<file path="src/rtl/uart_rx_deserializer.sv">
// UART receive engine: 16x oversampled, 2-of-3 vote at mid-bit, optional parity,
// LSB-first deserialization into a one-byte holding register with valid/ready handoff.
//   state     | meaning
//   ST_IDLE   | waiting for a falling line (and for the line to return high after a break)
//   ST_START  | confirming the start bit, false start returns to idle
//   ST_DATA   | shifting DATA_BITS data bits, LSB first
//   ST_PARITY | sampling the parity bit (odd/even modes only)
//   ST_STOP   | sampling the stop bit, back to idle at mid-bit
module uart_rx_deserializer #(
   parameter int DATA_BITS = 8,
   parameter int OVS       = 16,
   parameter int DIV_W     = 16
) (
   input  logic                 clk,
   input  logic                 rst,
   input  logic                 RxPort_i,
   input  logic                 RxEnable_i,
   input  logic [DIV_W-1:0]     BaudDiv_i,
   input  logic [1:0]           ParityMode_i,
   output logic [DATA_BITS-1:0] RxData_o,
   output logic                 RxValid_o,
   input  logic                 RxReady_i,
   output logic                 ParityErr_o,
   output logic                 FrameErr_o,
   output logic                 Overrun_o,
   input  logic                 ErrClr_i,
   output logic                 RxBusy_o
);

   localparam int SW  = $clog2(OVS);
   localparam int BCW = $clog2(DATA_BITS);

   typedef enum logic [2:0] {ST_IDLE, ST_START, ST_DATA, ST_PARITY, ST_STOP} state_t;

   state_t                 state_q, state_d;
   logic                   rx_s1_q, rx_s2_q, rx_line;
   logic [DIV_W-1:0]       tick_cnt_q, tick_cnt_d, div_m1;
   logic                   tick;
   logic [SW-1:0]          s_q, s_d;
   logic [BCW-1:0]         bit_cnt_q, bit_cnt_d;
   logic                   v7_q, v8_q, vote;
   logic [DATA_BITS-1:0]   shift_q, data_q;
   logic                   perr_q, ferr_q, done_q, wait_high_q;
   logic                   valid_q, perr_hold_q, ferr_hold_q, ovr_q;
   logic                   start_det, samp7, samp8, decide, bit_end, last_bit, par_en, load;

   assign rx_line   = rx_s2_q;
   assign div_m1    = (BaudDiv_i == '0) ? '0 : BaudDiv_i - DIV_W'(1);
   assign tick      = (tick_cnt_q >= div_m1);
   assign par_en    = ^ParityMode_i;
   assign last_bit  = (bit_cnt_q == BCW'(DATA_BITS-1));
   assign vote      = (v7_q & v8_q) | (v7_q & rx_line) | (v8_q & rx_line);
   assign start_det = (state_q == ST_IDLE) & RxEnable_i & ~rx_line & ~wait_high_q;

   always_ff @(posedge clk or posedge rst) begin
      if (rst) begin
         state_q    <= ST_IDLE;
         rx_s1_q    <= 1'b1;
         rx_s2_q    <= 1'b1;
         tick_cnt_q <= '0;
         s_q        <= '0;
         bit_cnt_q  <= '0;
      end else begin
         state_q    <= state_d;
         rx_s1_q    <= RxPort_i;
         rx_s2_q    <= rx_s1_q;
         tick_cnt_q <= tick_cnt_d;
         s_q        <= s_d;
         bit_cnt_q  <= bit_cnt_d;
      end
   end

   always_comb begin
      state_d = state_q;
      if (!RxEnable_i) begin
         state_d = ST_IDLE;
      end else begin
         case (state_q)
            ST_IDLE:   if (start_det) state_d = ST_START;
            ST_START:  if (decide && vote) state_d = ST_IDLE;
                       else if (bit_end) state_d = ST_DATA;
            ST_DATA:   if (bit_end && last_bit) state_d = par_en ? ST_PARITY : ST_STOP;
            ST_PARITY: if (bit_end) state_d = ST_STOP;
            ST_STOP:   if (decide) state_d = ST_IDLE;
            default:   state_d = ST_IDLE;
         endcase
      end
   end

   always_comb begin
      RxBusy_o = (state_q != ST_IDLE);
      samp7    = RxBusy_o & tick & (s_q == SW'(7));
      samp8    = RxBusy_o & tick & (s_q == SW'(8));
      decide   = RxBusy_o & tick & (s_q == SW'(9));
      bit_end  = RxBusy_o & tick & (s_q == SW'(OVS-1));
   end

   always_comb begin
      tick_cnt_d = (start_det || tick) ? '0 : tick_cnt_q + DIV_W'(1);
      s_d        = s_q;
      if (state_q == ST_IDLE || state_d == ST_IDLE) s_d = '0;
      else if (tick)                                s_d = s_q + SW'(1);
      bit_cnt_d  = bit_cnt_q;
      if (state_q != ST_DATA) bit_cnt_d = '0;
      else if (bit_end)       bit_cnt_d = bit_cnt_q + BCW'(1);
   end

   // Frame-side registers stay put until the next frame reaches DATA, so the
   // delivery edge one cycle after the stop decision sees a stable byte.
   always_ff @(posedge clk or posedge rst) begin
      if (rst) begin
         v7_q        <= 1'b1;
         v8_q        <= 1'b1;
         shift_q     <= '0;
         perr_q      <= 1'b0;
         ferr_q      <= 1'b0;
         done_q      <= 1'b0;
         wait_high_q <= 1'b0;
      end else begin
         if (samp7) v7_q <= rx_line;
         if (samp8) v8_q <= rx_line;
         if (state_q == ST_DATA && decide) shift_q <= {vote, shift_q[DATA_BITS-1:1]};
         if (state_q == ST_START && bit_end) perr_q <= 1'b0;
         if (state_q == ST_PARITY && decide)
            perr_q <= (^{shift_q, vote}) ^ (ParityMode_i == 2'b01);
         done_q <= (state_q == ST_STOP) & decide & RxEnable_i;
         if (state_q == ST_STOP && decide) ferr_q <= ~vote;
         if (state_q == ST_STOP && decide && !vote) wait_high_q <= 1'b1;
         else if (rx_line)                          wait_high_q <= 1'b0;
      end
   end

   assign load = done_q & (~valid_q | RxReady_i);

   always_ff @(posedge clk or posedge rst) begin
      if (rst) begin
         data_q      <= '0;
         valid_q     <= 1'b0;
         perr_hold_q <= 1'b0;
         ferr_hold_q <= 1'b0;
         ovr_q       <= 1'b0;
      end else begin
         if (load) begin
            data_q      <= shift_q;
            perr_hold_q <= perr_q;
            ferr_hold_q <= ferr_q;
            valid_q     <= 1'b1;
         end else if (valid_q && RxReady_i) begin
            valid_q <= 1'b0;
         end
         if (done_q && !load) ovr_q <= 1'b1;
         else if (ErrClr_i)   ovr_q <= 1'b0;
      end
   end

   assign RxData_o    = data_q;
   assign RxValid_o   = valid_q;
   assign ParityErr_o = perr_hold_q;
   assign FrameErr_o  = ferr_hold_q;
   assign Overrun_o   = ovr_q;

endmodule
</file>
<file path="config.mk">
export PLATFORM = sky130hd
export DESIGN_NAME = uart_rx_deserializer
export DESIGN_NICKNAME = d
export VERILOG_FILES = /design/src/rtl/uart_rx_deserializer.sv
export SDC_FILE = /design/constraint.sdc
export NUM_CORES = 1
export LEC_CHECK = 0
export BUFFER_PORTS_ARGS = -buffer_cell sky130_fd_sc_hd__buf_2
export CORE_ASPECT_RATIO = 0.6
export CORE_UTILIZATION = 35
export CTS_CLUSTER_DIAMETER = 80
export DETAILED_ROUTE_END_ITERATION = 8
export GPL_TIMING_DRIVEN = 0
export SETUP_SLACK_MARGIN = 0.02
export SYNTH_ARGS = -nofsm -noshare
export SYNTH_HDL_FRONTEND = slang
export SYNTH_SLANG_ARGS = --single-unit
</file>
<file path="constraint.sdc">
create_clock -name clk -period 7.7 [get_ports clk]
set_input_delay 0.77 -clock clk [delete_from_list [all_inputs] [get_ports clk]]
set_output_delay 0.77 -clock clk [all_outputs]
set_load 0.02 [all_outputs]
</file>
# Word-level counts from Yosys, hierarchy flattened
# Cells that the tools add are included.
word_totals:
  register_bits: 54
  in_bits: 24
  out_inout_bits: 13
  word_cells: 104
classes:
  addsub: 4
  magnitude_cmp: 1
  eq_ne: 11
  muxes: 23
  bitwise: 22
  n_reduce_logical: 25
ops:
  columns: ["operator", "count"]
  rows:
  - ["$mux 16", 2]
  - ["$mux 3", 10]
  - ["$add 16x1->16 const B", 1]
  - ["$ge 16x16->1", 1]
  - ["$logic_not 16->1", 1]
  - ["$sub 16x1->16 const B", 1]
  - ["$pmux 3 s5", 1]
  - ["$and 1x1->1", 14]
  - ["$eq 4x4->1 const B", 3]
  - ["$reduce_bool 2->1", 6]
  - ["$logic_and 1x1->1", 9]
  - ["$reduce_xor 9->1", 1]
  - ["$mux 1", 8]
  - ["$mux 4", 2]
  - ["$eq 3x2->1 const B", 2]
  - ["$eq 3x3->1 const B", 2]
  - ["$logic_not 3->1", 2]
  - ["$add 4x1->4 const B", 1]
  - ["$eq 4x3->1 const B", 1]
  - ["$not 1->1", 4]
  - ["$add 3x1->3 const B", 1]
  - ["$eq 3x1->1 const B", 1]
  - ["$ne 3x2->1 const B", 1]
  - ["$or 1x1->1", 3]
  - ["other kinds (6)", 8]

# Logic depth before layout (Yosys ltp)
logic_depth:
  ltp_word: 12
  depth_mapped: 15
  mapped_depth_nobuf: 13

# Worst setup path after synthesis
# Ideal clock, no wire load.
synth_timing:
  path_type: "input to register"
  startpoint: "input port BaudDiv_i[9]"
  endpoint: "register shift_q[0]"
  setup_ns: 0.125
  t_arrival_ns: 4.488
  required_ns: 7.575
  path_slack_ns: 3.087
  path_stages: 14
  n_path_buf: 2
  path_cell_list: "or4_1 > or3_1 > nor4_1 > nand4_1 > clkbuf_1 > nand2_1 > ha_1 > nand4_2 > or2_1 > o31a_1 > and2_4 > buf_6 > nor4_4 > mux2_2"
synth_via:
  elab_chain_cells: 6
  elab_cells_between_ends: 7
  classes_between: "add/sub: 1; order compare: 1; mux: 1; bitwise: 2; reduce/logical: 2"
synth_lines:
  columns: ["element", "line_no", "text"]
  rows:
  - ["start: declaration", "18", "input logic [DIV_W-1:0] BaudDiv_i,"]
  - ["$sub 16x1->16 / $logic_not 16->1 (equally long branches)", "48", "assign div_m1 = (BaudDiv_i == '0) ? '0 : BaudDiv_i - DIV_W'(1);"]
  - ["$mux 16 (*)", "48", null]
  - ["$ge 16x16->1 (*)", "49", "assign tick = (tick_cnt_q >= div_m1);"]
  - ["$and 1x1->1 (*) (2 in series)", "94", "decide = RxBusy_o & tick & (s_q == SW'(9));"]
  - ["$logic_and 1x1->1 (*)", "122", "if (state_q == ST_DATA && decide) shift_q <= {vote, shift_q[DATA_BITS-1:1]};"]
  - ["end signal: assignment", "122", null]
  - ["end: declaration", "42", "logic [DATA_BITS-1:0] shift_q, data_q;"]
# Every way passes the cells marked *; elsewhere a longest branch is shown, timed or not.
# A chain may end at the register's enable or synchronous reset.

# Worst setup path in the final report
layout_timing:
  startpoint: "input port BaudDiv_i[7]"
  endpoint: "register s_q[1]"
layout_via:
  elab_chain_cells: 12
  elab_cells_between_ends: 20
  classes_between: "add/sub: 1; order compare: 1; mux: 9; bitwise: 3; reduce/logical: 6"
layout_lines:
  columns: ["element", "line_no", "text"]
  rows:
  - ["$sub 16x1->16 / $logic_not 16->1 (equally long branches)", "48", null]
  - ["$mux 16 (*)", "48", null]
  - ["$ge 16x16->1 (*)", "49", null]
  - ["$and 1x1->1", "94, 95", null]
  - ["$and 1x1->1, on equally long branches", "95, 94", null]
  - ["$mux 3, or another cell as far along", "81", "else if (bit_end) state_d = ST_DATA;"]
  - ["$mux 3, on equally long branches", "80, 82", null]
  - ["$pmux 3 s5", "78", "case (state_q)"]
  - ["$mux 3", "75", "if (!RxEnable_i) begin"]
  - ["$logic_not 3->1", "101", "if (state_q == ST_IDLE || state_d == ST_IDLE) s_d = '0;"]
  - ["$logic_or 1x1->1", "101", null]
  - ["$mux 4 / $reduce_bool 2->1 (equally long branches)", null, null]
  - ["end signal: assignment", "61", "s_q <= '0;"]
  - ["end signal: assignment", "68", "s_q <= s_d;"]
  - ["end: declaration", "39", "logic [SW-1:0] s_q, s_d;"]
# Marks and branches as above.

==> flow_summary.ini <==
[clock_tree]
post_cts_buffers = 0
cts_root_buf = clkbuf_16
hold_buffers = 0
cts_tree = done
cts_resized = 0
cts_sinks = 54
htreeDepth = 2
numCtsBuffers = 5
path_clk_slew_ns = 0.06
clockBufferDepth = 2
clk_latency_ns = 0.30

[grt]
grt_pass1_vias = 2305
grt_use_total_pct = 15.20
grt_pass1_wl_um = 11560
grt-ovfl-total = 0
antenna_found_initial = 0
grt_max_degree = 31

[layout]
utilization_pct = 43.01
layout-drive-gt1-share_pct = 20.32
num_antenna_cells = 0
final_area_mm2 = 0.003777
fin_cells = 486
areaGrowthSynthToFinish_pct = 15.45
fin_nets = 422
register_area_mm2 = 0.001356
multi_input_area_mm2 = 0.001802
fillerInstances = 858

[synthesis]
synth_compound_area_share_pct = 8.604
ys_ff_latch = 54
synthesis.nets = 378
synth_xor_area_share_pct = 10.59
synth.area.top_cells = dfrtp_1 (38%), ha_1 (9.6%), mux2_2 (6.2%)
synth_top_family_by_area = simple AND/OR/NAND/NOR gates
synth_area_mm2 = 0.003272
synth_warnings = 0
synth.distinct_cells = 54
synth-adder-area-share_pct = 9.866
synth-edff-count = 0
synth_top_cell_by_area = dfrtp_1
synth_flop_cell = dfrtp_1
synthCells = 329
synthSimpleGateAreaFrac_pct = 18.28
async_flop_share_pct = 100.0
muxShareOfSynthArea_pct = 7.725
ys_seq_area_share_pct = 41.45
syn_avg_cell_area_um2 = 9.945
synthDominantCellAreaShare_pct = 38.24

[timing]
holdWs_ns = 0.3566
fin_crit_sh_pct = 70.09
fin_ws_ns = 2.303
tightest_slew_ns = 0.9474
hold_viol_final = 0
maxSlewViolCount = 0
relSlewSlack_pct = 36.46
rsz0062_at_grt = false
finalCriticalPeriod_ns = 5.397
setup_violations = 0
finClkSkew_ns = 0.009833
totalNegativeSetupSlack_ns = 0
fmax_mhz = 185.3

[routing]
wire_per_inst_um = 13.81
ant_nets = 0
vias_per_cell = 5.123
drt_iter0_markers = 92
drc = 0
wirelength_um = 6711
firstDrtPassIters = 4
num_vias = 2490

[floorplan]
fp.dieArea_mm2 = 0.009752
die_y_um = 76.90
initial_core_util_pct = 37.25
num_rows = 26
ioPinCount = 37
core_mm2 = 0.008783
die_w_um = 126.8

[job]
cap_viol_max_count = 0

[placed_design]
routabilityCongestion = 0.7984
place_area_mm2 = 0.003612
dp_slack_ns = 2.044
port_buffers = 36
dpl.cell_count = 478
hpwl_um = 5319

[worst_setup_path]
cp.arrival_ns = 5.54
critPathMaxStageDelay_ns = 0.83
crit_type = primary input to flip-flop
critical_path.top_delay_family = simple AND/OR/NAND/NOR gates
cpMaxStageDelayCell = a2111oi_0
startpoint_type = primary input
r2r-start = tick_cnt_q[0]
worstSetupEndpointType = flip-flop
cp_max_fo = 7
startpoint = BaudDiv_i[7]
crit_chain = buf_2 -> or4_1 -> or3_1 -> nor4_1 -> nand4_1 -> and2_1 -> ha_1 -> nand2b_1 -> a2111oi_0 -> o31a_1 -> a211oi_2 -> a2bb2oi_1 -> a311oi_1
critPathBufInv = 1
worstPathRequired_ns = 7.84

[pwr]
vdd_drop_max_v = 0.00009324
finalPower_mw = 0.6471
power.density_mw_per_mm2 = 171.3
p_leak_nw = 1.862

[outcome]
outcome = completed

[min_path]
min_from = rx_s1_q
min_path_type = flip-flop to flip-flop
## worst paths after layout
kind                                        to  slack (ns)  depth (start not counted)
worst max-delay path                    s_q[1]        2.30                         13
worst min-delay path                   rx_line        0.36                          0
worst max register to register          s_q[1]        4.49                          8
worst min register to register         rx_line        0.36                          0
max in group asynchronous              rx_line        6.57                          3
min in group asynchronous       tick_cnt_q[10]        0.51                          2
## synth_stat cells (7+ instances only)
library cell,instances
nor3_1,7
nor2_1,33
inv_1,20
nand2_1,35
o21ai_0,7
a21oi_1,8
xnor2_1,17
xor2_1,20
dfrtp_1,50
ha_1,25
nand3_1,12
mux2_2,18
## worst reg2reg max path, delay by kind of cell (launching register included)
family | cells | cell delay (ns)
AOI/OAI and AO/OA | 5 | 2.18
DFF | 1 | 0.41
adders and majority gates | 1 | 0.28
and+or+nand+nor | 1 | 0.14
buffers and inverters | 1 | 0.06
## cells by family after synthesis
| group | Yosys count |
|---|---|
| compound gates | 40 |
| xor+xnor | 38 |
| fa+ha+maj | 26 |
| buf+inv | 28 |
| flops | 54 |
| mux | 23 |
| simple gates | 120 |
## final cells by class
type,count,share of cell area [%]
Multi-Input combinational cell,247,47.70
Sequential cell,54,35.91
Timing Repair Buffer,37,5.300
Tap cell,112,3.710
Clock buffer,5,3.312
Inverter,20,1.987
Clock inverter,3,1.060
Buffer,8,1.027
## report_power, final
group	switching (mW)	leakage (nW)	internal, mW
registers	0.0165	0.727	0.296
logic	0.0461	1.05	0.0348
clock network	0.102	0.0836	0.152
## flip-flops by register name, indices dropped and copies added, names as in the netlist, 3 cells and up
signal / cells
tick_cnt_q: 16
RxData_o: 8
shift_q: 8
s_q: 4
bit_cnt_q: 3
state_q: 3
## cell usage in the layout (no fill, tap or decap), types with 2 or more instances in the layout
master,instances
a2111oi_0,2
a211oi_1,2
a21oi_1,8
a22o_1,2
a2bb2oi_1,3
a31oi_1,3
and3_1,4
buf_2,37
clkbuf_1,5
clkbuf_16,5
clkinv_2,2
dfrtp_1,50
dfstp_2,4
ha_1,25
inv_1,19
mux2_2,18
mux2i_1,5
nand2_1,35
nand2b_1,3
nand3_1,12
nand3b_1,3
nand4_1,5
nor2_1,33
nor3_1,7
nor4_1,4
nor4b_1,2
o21ai_0,7
o22ai_1,2
or3_1,2
xnor2_1,17
xor2_1,20
## per-layer routing
metal  track usage, %  wire length, µm
met3            3.629              295
met2            20.44             2652
met4            4.643               91
met1            23.41             3671
met5                0                0
Note: power is estimated with default switching activity, not from simulation.
